File: config.mk
export PLATFORM = sky130hd
export DESIGN_NAME = switch_conditioner
export DESIGN_NICKNAME = d
export VERILOG_FILES = /design/src/rtl/switch_conditioner.sv
export SDC_FILE = /design/constraint.sdc
export NUM_CORES = 1
export LEC_CHECK = 0
export ABC_AREA = 1
export ABC_CLOCK_PERIOD_IN_PS = 5600
export CAP_MARGIN = 40
export CORE_MARGIN = 5
export CORE_UTILIZATION = 30
export CTS_BUF_LIST = sky130_fd_sc_hd__clkbuf_4 sky130_fd_sc_hd__clkbuf_8 sky130_fd_sc_hd__clkbuf_16
export CTS_CLUSTER_DIAMETER = 60
export DETAILED_ROUTE_END_ITERATION = 12
export PLACE_DENSITY = 0.55
export SYNTH_ARGS = -nofsm -noshare
export SYNTH_HDL_FRONTEND = slang
export SYNTH_SLANG_ARGS = --single-unit
File: constraint.sdc
create_clock -name clk_50M -period 5.6 [get_ports clk_50M]
set_input_delay 0.84 -clock clk_50M [delete_from_list [all_inputs] [get_ports clk_50M]]
set_output_delay 0.84 -clock clk_50M [all_outputs]
set_load 0.02 [all_outputs]
File: src/rtl/switch_conditioner.sv
// Slide-switch conditioner: synchronizes and debounces sw_raw, emits edge pulses,
// and generates a selectable-rate step tick while the debounced switch is on.
module switch_conditioner #(
    parameter int DEBOUNCE_CYCLES = 1_000_000,
    parameter int BASE_DIV        = 50_000_000
) (
    input  logic       clk_50M,
    input  logic       rst_n,
    input  logic       sw_raw,
    input  logic [1:0] speed_sel,
    output logic       switch,
    output logic       sw_rise,
    output logic       sw_fall,
    output logic       step_tick
);

    // state     | meaning
    // STABLE_LO | debounced level 0, input agrees
    // WAIT_HI   | input high, counting toward a confirmed rise
    // STABLE_HI | debounced level 1, input agrees
    // WAIT_LO   | input low, counting toward a confirmed fall
    typedef enum logic [1:0] {
        STABLE_LO = 2'd0,
        WAIT_HI   = 2'd1,
        STABLE_HI = 2'd2,
        WAIT_LO   = 2'd3
    } db_state_t;

    localparam int DB_W   = $clog2(DEBOUNCE_CYCLES + 1);
    localparam int STEP_W = $clog2(BASE_DIV);

    localparam logic [DB_W-1:0]   DB_ONE  = DB_W'(1);
    localparam logic [DB_W-1:0]   DB_LAST = DB_W'(DEBOUNCE_CYCLES - 1);
    localparam logic [STEP_W-1:0] STEP_ONE = STEP_W'(1);

    logic sync1;
    logic sync2;

    db_state_t       state;
    db_state_t       state_nx;
    logic [DB_W-1:0] db_cnt;
    logic [DB_W-1:0] db_cnt_nx;
    logic            switch_nx;

    logic [1:0]        speed_q;
    logic [1:0]        speed_prev;
    logic [STEP_W-1:0] step_cnt;
    logic [STEP_W-1:0] period_last;
    logic              step_clear;

    always_ff @(posedge clk_50M) begin
        if (!rst_n) begin
            sync1 <= 1'b0;
            sync2 <= 1'b0;
        end else begin
            sync1 <= sw_raw;
            sync2 <= sync1;
        end
    end

    always_ff @(posedge clk_50M) begin
        if (!rst_n) begin
            state   <= STABLE_LO;
            db_cnt  <= '0;
            switch  <= 1'b0;
            sw_rise <= 1'b0;
            sw_fall <= 1'b0;
        end else begin
            state   <= state_nx;
            db_cnt  <= db_cnt_nx;
            switch  <= switch_nx;
            sw_rise <= switch_nx & ~switch;
            sw_fall <= ~switch_nx & switch;
        end
    end

    // The count reaching DEBOUNCE_CYCLES and the switch update share one edge,
    // so the terminal compare is against DEBOUNCE_CYCLES-1 before incrementing.
    always_comb begin
        state_nx  = state;
        db_cnt_nx = db_cnt;
        switch_nx = switch;
        case (state)
            STABLE_LO: begin
                if (sync2) begin
                    state_nx  = WAIT_HI;
                    db_cnt_nx = DB_ONE;
                end
            end
            WAIT_HI: begin
                if (!sync2) begin
                    state_nx  = STABLE_LO;
                    db_cnt_nx = '0;
                end else if (db_cnt == DB_LAST) begin
                    state_nx  = STABLE_HI;
                    db_cnt_nx = '0;
                    switch_nx = 1'b1;
                end else begin
                    db_cnt_nx = db_cnt + DB_ONE;
                end
            end
            STABLE_HI: begin
                if (!sync2) begin
                    state_nx  = WAIT_LO;
                    db_cnt_nx = DB_ONE;
                end
            end
            WAIT_LO: begin
                if (sync2) begin
                    state_nx  = STABLE_HI;
                    db_cnt_nx = '0;
                end else if (db_cnt == DB_LAST) begin
                    state_nx  = STABLE_LO;
                    db_cnt_nx = '0;
                    switch_nx = 1'b0;
                end else begin
                    db_cnt_nx = db_cnt + DB_ONE;
                end
            end
            default: begin
                state_nx  = STABLE_LO;
                db_cnt_nx = '0;
                switch_nx = 1'b0;
            end
        endcase
    end

    always_comb begin
        period_last = STEP_W'(BASE_DIV - 1);
        case (speed_q)
            2'd0: period_last = STEP_W'(BASE_DIV - 1);
            2'd1: period_last = STEP_W'((BASE_DIV >> 1) - 1);
            2'd2: period_last = STEP_W'((BASE_DIV >> 2) - 1);
            2'd3: period_last = STEP_W'((BASE_DIV >> 3) - 1);
            default: period_last = STEP_W'(BASE_DIV - 1);
        endcase
    end

    assign step_clear = ~switch | sw_rise | (speed_q != speed_prev);

    // >= guards against a count left above a shorter period by a rate change.
    always_ff @(posedge clk_50M) begin
        if (!rst_n) begin
            speed_q    <= 2'd0;
            speed_prev <= 2'd0;
            step_cnt   <= '0;
        end else begin
            speed_q    <= speed_sel;
            speed_prev <= speed_q;
            if (step_clear) begin
                step_cnt <= '0;
            end else if (step_cnt >= period_last) begin
                step_cnt <= '0;
            end else begin
                step_cnt <= step_cnt + STEP_ONE;
            end
        end
    end

    assign step_tick = switch & ~sw_fall & (step_cnt == period_last);

endmodule

==> results.py, run 1 <==
metrics = {
    "placement": {
        "io_buffers": 8,
        "dp_cells": 638,
        "place_hpwl_um": 5520,
        "place_congestion": 0.890,
    },
    "power_and_ir_drop": {
        "ir_drop_mv": 0.179,
        "switching_share_pct": 26.6,
        "seq_power_share_pct": 50.2,
        "power-per-cell-area_mw_per_mm2": 223,
        "p_clk_share_pct": 42.9,
        "p_comb_share_pct": 6.9,
        "switching_power_mw": 0.222,
        "intPower_mw": 0.612,
        "p_leak_nw": 1.43,
    },
    "floorplanning": {
        "die-area_mm2": 0.0134,
        "pin_count": 9,
        "die_h_um": 116,
        "initial_core_util_pct": 30.7,
        "core_area_mm2": 0.0109,
        "die_x_um": 116,
        "row_count": 38,
    },
    "critical_path": {
        "r2r-start": "speed_q[0]",
        "rrSetupSlack_ns": 3.22,
        "path_cells": "inv_2, nor2_1, inv_1, ha_1, nand2_1, nand3b_1, nor2_1, nand2_1, inv_1, nand4_1, nor3_1, clkdlybuf4s50_1",
        "path_class": "reg2out",
        "critical-path-top-delay-family": "buffers and inverters",
        "crit_path_start_kind": "register",
        "crit_path_start": "speed_q[0]",
        "cp_num_buf_inv": 4,
        "cp_slowest_cell": "clkdlybuf4s50_1",
        "required_ns": 4.76,
        "crit_fanout": 10,
        "critPathMaxStageDelay_ns": 0.64,
        "worstSetupEndpointType": "output pin",
        "arrival_ns": 2.88,
    },
    "global_routing": {
        "grt_first_pass_wirelength_um": 13300,
        "antenna_found_initial": 0,
        "track_usage_pct": 12.5,
        "grt_max_degree": 27,
        "grt_pass1_vias": 2959,
        "grt_overflow": 0,
    },
    "final_layout": {
        "stdcell_count": 654,
        "nets": 527,
        "num_antenna_cells": 0,
        "area_growth_pct": 11.7,
        "drive_gt1_share_pct": 8.17,
        "fillers": 1181,
    },
    "clocking": {
        "clkLatencyLatePin_ns": 0.35,
        "clockBufferDepth": 2,
        "cts.sinks": 57,
        "cts_tree": "yes",
        "post-cts-setup-buffers": 0,
        "cts_buffers": 9,
        "cts_root_buffer": "clkbuf_8",
        "ctsResizeCount": 0,
        "hold_buffers": 0,
        "cts_htree_levels": 3,
        "cts.clk_slew.worst_paths_ns": 0.07,
    },
    "min_path": {
        "min_from": "sync1",
        "hp-class": "reg2reg",
    },
    "logic_synthesis": {
        "synth.largest_area_cell": "dfxtp_1",
        "synth_area_per_cell_um2": 6.72,
        "yosys_warnings": 0,
        "synthMuxAreaShare_pct": 0,
        "synth_top_family_by_area": "simple AND/OR/NAND/NOR gates",
        "synthTopCellsByArea": "dfxtp_1 34%, nand2_1 14%, inv_1 7.9%",
        "syn-num-nets": 516,
        "ys_ff_latch": 57,
        "synthCells": 498,
        "synth-seq-area-share_pct": 34.1,
        "synth_cell_types": 33,
        "syn-cell-area_mm2": 0.00335,
        "synth_compound_area_share_pct": 8.19,
        "synth_fa_ha_area_share_pct": 4.86,
        "synth_simple_gate_area_share_pct": 35.3,
        "synth_top_area_share_pct": 34.1,
        "synth_xor_area_share_pct": 7.59,
    },
    "route": {
        "vias": 3004,
        "wire_per_inst_um": 11.4,
        "avgViaCountPerCell": 4.59,
        "drc": 0,
        "firstDrtPassIters": 5,
        "routed_wl_um": 7440,
        "ant_nets": 0,
        "drtIter0Drc": 134,
    },
    "timing": {
        "skew_ns": 0.0124,
        "relSlewSlack_pct": 63.6,
        "worstMarginPinSlew_ns": 0.545,
        "rsz0062_at_grt": "no",
        "slew_violations": 0,
        "hold_viol_final": 0,
        "max_freq_mhz": 269,
        "finalCritPeriodShare_pct": 66.5,
        "setup_tns_ns": 0,
        "period_minus_slack_ns": 3.72,
        "setup_viol": 0,
    },
    "outcome": {
        "outcome": "finished, final reports clean",
    },
    "run": {
        "max_cap_violations": 0,
    },
}
==> power groups by stage <==
stage               Sequential [mW]  Clock, mW  Combinational, mW
global route                  0.419      0.386             0.0671
floorplan                     0.425          0             0.0441
finish                        0.419      0.357             0.0576
detailed placement            0.428          0             0.0590
CTS                           0.418      0.370             0.0596
global placement              0.427          0             0.0583
==> worst paths after layout <==
kind / end / cells after the start
setup reg to reg: step_cnt[16] / 14
hold reg to reg: sync2 / 2
hold / removal: sync2 / 2
setup / recovery: step_tick / 12
==> placed cells by master, fill, tap and decap left out, types with 2 or more instances in the layout <==
cell	count
nand2_1	124
inv_1	70
nor2_1	66
dfxtp_1	57
a21oi_1	26
o21ai_0	20
nand3_1	19
xor2_1	17
nand4_1	15
nor2_2	13
ha_1	13
nor3_1	12
xnor2_1	12
clkbuf_8	10
clkdlybuf4s50_1	8
a21boi_0	3
inv_2	2
nor4_1	2
nand2_2	2
clkinv_1	2
and3_1	2
nor3_2	2
nor2_4	2
clkbuf_4	2
clkinvlp_4	2
==> layer usage <==
layer | share of wire (%) | track usage (%) | up-vias
met2 | 47 | 21.0 | 47
met1 | 48 | 15.0 | 1359
met4 | 1.7 | 5.09 | 0
met5 | 0 | 0 | -
li1 | - | - | 1589
met3 | 3.3 | 3.50 | 9
==> synth_stat cells (all sizes together) <==
cell and count:
xnor2 12, nand3 20, o21a 1, o31ai 1, nand2 127, nor3 15, clkinv 2, inv 72
and3 2, nor4 2, or2 1, ha 13, a21boi 3, nand3b 1, o22ai 1, o21ai 20
clkbuf 5, dfxtp 57, nor2 81, buf 4, nand4 15, a21oi 26, xor2 17
==> worst register-to-register path: stages (launching register included) <==
cell	delay [ns]
dfxtp_1	0.55
inv_2	0.12
nor2_1	0.15
inv_1	0.06
ha_1	0.28
nand2_1	0.05
nand3b_1	0.15
nor2_1	0.14
nand2_1	0.09
nor2_1	0.09
nand2_1	0.06
nand3_1	0.09
nand2_2	0.07
nand3_4	0.27
nor2_1	0.10
==> cell families (layout without fill, tap and decap cells) <==
logic type / after synthesis / count (layout)
compound gates: 52 / 52
xor+xnor: 29 / 29
fa+ha+maj: 13 / 13
buf+inv: 83 / 99
flops: 57 / 57
simple gates: 264 / 264
==> layout make-up <==
cell class              count  area, um2  share of cell area [%]
multi-input cells         358       1870                    50.1
flip-flops and latches     57       1140                    30.5
clock inverters             4       28.8                   0.770
well taps                 140        175                    4.69
clock buffers              12        153                    4.09
inverters                  74        278                    7.43
repair buffers              9       87.6                    2.34
==> sequential cells by signal, summed over array words and instances (netlist names), named ones only <==
register and cells:
sync1 1, sw_rise 1, speed_q 2, state 1, sync2 1, switch 1
sw_fall 1, step_cnt 26, db_cnt 20, speed_prev 2
==> metrics by stage <==
| stage | instance area, um2 | setup slack, ns | total power [mW] | util [%] | hold WS, ns |
|---|---|---|---|---|---|
| after global placement | 3550 | 2.30 | 0.486 | 32.6 | 0.393 |
| final | 3740 | 1.88 | 0.834 | 34.3 | 0.413 |
| after detailed placement | 3550 | 2.22 | 0.487 | 32.6 | 0.399 |
| after floorplan | 3350 | 2.85 | 0.469 | - | 0.390 |
| after CTS | 3740 | 1.85 | 0.848 | 34.3 | 0.417 |
| after global routing | 3740 | 1.64 | 0.873 | 34.3 | 0.433 |
Power figures use the tool's default switching activity.
==> inputs of run 2 (changes only) <==
ABC_CLOCK_PERIOD_IN_PS = 3150   (was 5600)
PLACE_DENSITY = 0.56   (was 0.55)
clock period = 3.15 ns   (was 5.6 ns; I/O delays follow)
==> run 2 against run 1 <==
Compared with the run above:
- combinational power grew 81%
- register-to-register slack got worse by 2.3 ns
- sequential power rose by 77%
- die area is the same
- total power rose by 88%
- clock power is 100% higher
- clock skew decreased by 0.0042 ns
- utilization rose by 0.30 points
==> results.py, run 2 (synthesis results as in run 1) <==
metrics = {
    "power_and_ir_drop": {
        "seq_power_share_pct": 47.5,
        "intPower_mw": 1.18,
        "switching_share_pct": 24.5,
        "ir_drop_mv": 0.336,
        "switching_power_mw": 0.383,
        "p_comb_share_pct": 6.7,
        "p_clk_share_pct": 45.8,
        "p_leak_nw": 1.45,
        "power-per-cell-area_mw_per_mm2": 415,
    },
    "clocking": {
        "cts.clk_slew.worst_paths_ns": 0.07,
        "clockBufferDepth": 2,
        "cts_buffers": 9,
        "hold_buffers": 0,
        "ctsResizeCount": 3,
        "post-cts-setup-buffers": 0,
        "clkLatencyLatePin_ns": 0.34,
        "cts_tree": "yes",
        "cts.sinks": 57,
        "cts_htree_levels": 3,
        "cts_root_buffer": "clkbuf_8",
    },
    "floorplanning": {
        "die_h_um": 116,
        "initial_core_util_pct": 30.7,
        "core_area_mm2": 0.0109,
        "pin_count": 9,
        "die-area_mm2": 0.0134,
        "row_count": 38,
        "die_x_um": 116,
    },
    "timing": {
        "worstMarginPinSlew_ns": 0.552,
        "skew_ns": 0.00819,
        "relSlewSlack_pct": 63.2,
        "period_minus_slack_ns": 2.83,
        "holdWs_ns": 0.413,
        "rsz0062_at_grt": "no",
        "hold_viol_final": 0,
        "finalCritPeriodShare_pct": 89.8,
        "max_freq_mhz": 353,
        "setup_viol": 0,
        "setup_tns_ns": 0,
        "slew_violations": 0,
    },
    "route": {
        "drtIter0Drc": 105,
        "ant_nets": 0,
        "vias": 2955,
        "wire_per_inst_um": 11.1,
        "avgViaCountPerCell": 4.52,
        "routed_wl_um": 7290,
        "wl_met1_um": 3370,
        "firstDrtPassIters": 4,
        "top_layer": "met4",
        "wl_met3_um": 219,
        "wl_met2_um": 3570,
        "drc": 0,
    },
    "critical_path": {
        "cp_num_buf_inv": 4,
        "critical-path-top-delay-family": "simple AND/OR/NAND/NOR gates",
        "path_cells": "inv_2, nor2_1, inv_1, ha_1, nand2_1, nand3b_1, nor2_1, nand2_1, inv_1, nand4_1, nor3_1, dlygate4sd1_1",
        "worstSetupEndpointType": "output pin",
        "arrival_ns": 2.36,
        "crit_path_start_kind": "register",
        "critPathMaxStageDelay_ns": 0.41,
        "crit_fanout": 10,
        "cp_slowest_cell": "dfxtp_4",
        "worst-path-stages": 12,
        "r2r_cells": 11,
        "required_ns": 2.68,
        "path_class": "reg2out",
    },
    "final_layout": {
        "final_common_cell": "nand2_1",
        "finish.utilization_pct": 34.6,
        "largest_register_ffs": 26,
        "top_regs": "step_cnt: 26 flops, db_cnt: 20 flops",
        "drive_gt1_share_pct": 8.56,
        "area_growth_pct": 12.6,
        "final_cell_mix": "124 x nand2_1, 70 x inv_1, 66 x nor2_1",
        "nets": 527,
        "largest_register": "step_cnt",
        "num_antenna_cells": 0,
    },
    "min_path": {
        "hp-class": "reg2reg",
        "holdPathStages": 2,
    },
    "placement": {
        "place_hpwl_um": 5510,
        "place_congestion": 0.851,
        "io_buffers": 8,
    },
    "global_routing": {
        "grt_first_pass_wirelength_um": 12700,
        "grt_overflow": 0,
        "antenna_found_initial": 0,
        "grt_pass1_vias": 2842,
        "grt_max_degree": 27,
        "track_usage_pct": 11.9,
    },
    "run": {
        "max_cap_violations": 0,
    },
    "outcome": {
        "outcome": "finished, final reports clean",
    },
}
==> run 2: stage by stage <==
stage                     power [mW]  instances  setup WS, ns  cell area (um2)
final                           1.56        654         0.320             3770
after detailed placement       0.865        638         0.153             3550
after global routing            1.64        654        0.0452             3770
after floorplan                0.834        498         0.768             3350
after CTS                       1.58        654         0.200             3770
after global placement         0.863        638         0.217             3550
==> run 2: path summary, 6_finish.rpt <==
kind / to / slack (ns) / start
worst max-delay path: step_tick / 0.32 / speed_q[0]
worst max register to register: register / 0.89 / db_cnt[0]
worst min register to register: sync2 / 0.41 / sync1
worst min-delay path: sync2 / 0.41 / sync1
==> run 2: power groups by stage <==
stage               registers, mW  clock network, mW  logic, mW
floorplan                   0.756                  0     0.0785
global placement            0.760                  0      0.103
detailed placement          0.760                  0      0.105
CTS                         0.744              0.735      0.106
global route                0.745              0.772      0.119
finish                      0.743              0.716      0.104
==> run 2: layer usage <==
metal,vias to the layer above,track usage (%)
met1,1313,13.8
met2,36,20.8
li1,1594,-
met3,12,3.39
met4,0,4.46
met5,-,0
==> run 2: layout make-up <==
cell class	instances	area [um2]
Timing Repair Buffer	9	86.3
Tap cell	140	175
Clock buffer	12	159
Multi-Input combinational cell	358	1870
Inverter	74	278
Fill cell	1177	7120
Sequential cell	57	1150
Clock inverter	4	51.3
==> run 2: tightest hold or removal path: stages (launching register included) <==
cell,delay [ns]
dfxtp_1,0.31
nand2_1,0.04
inv_1,0.04
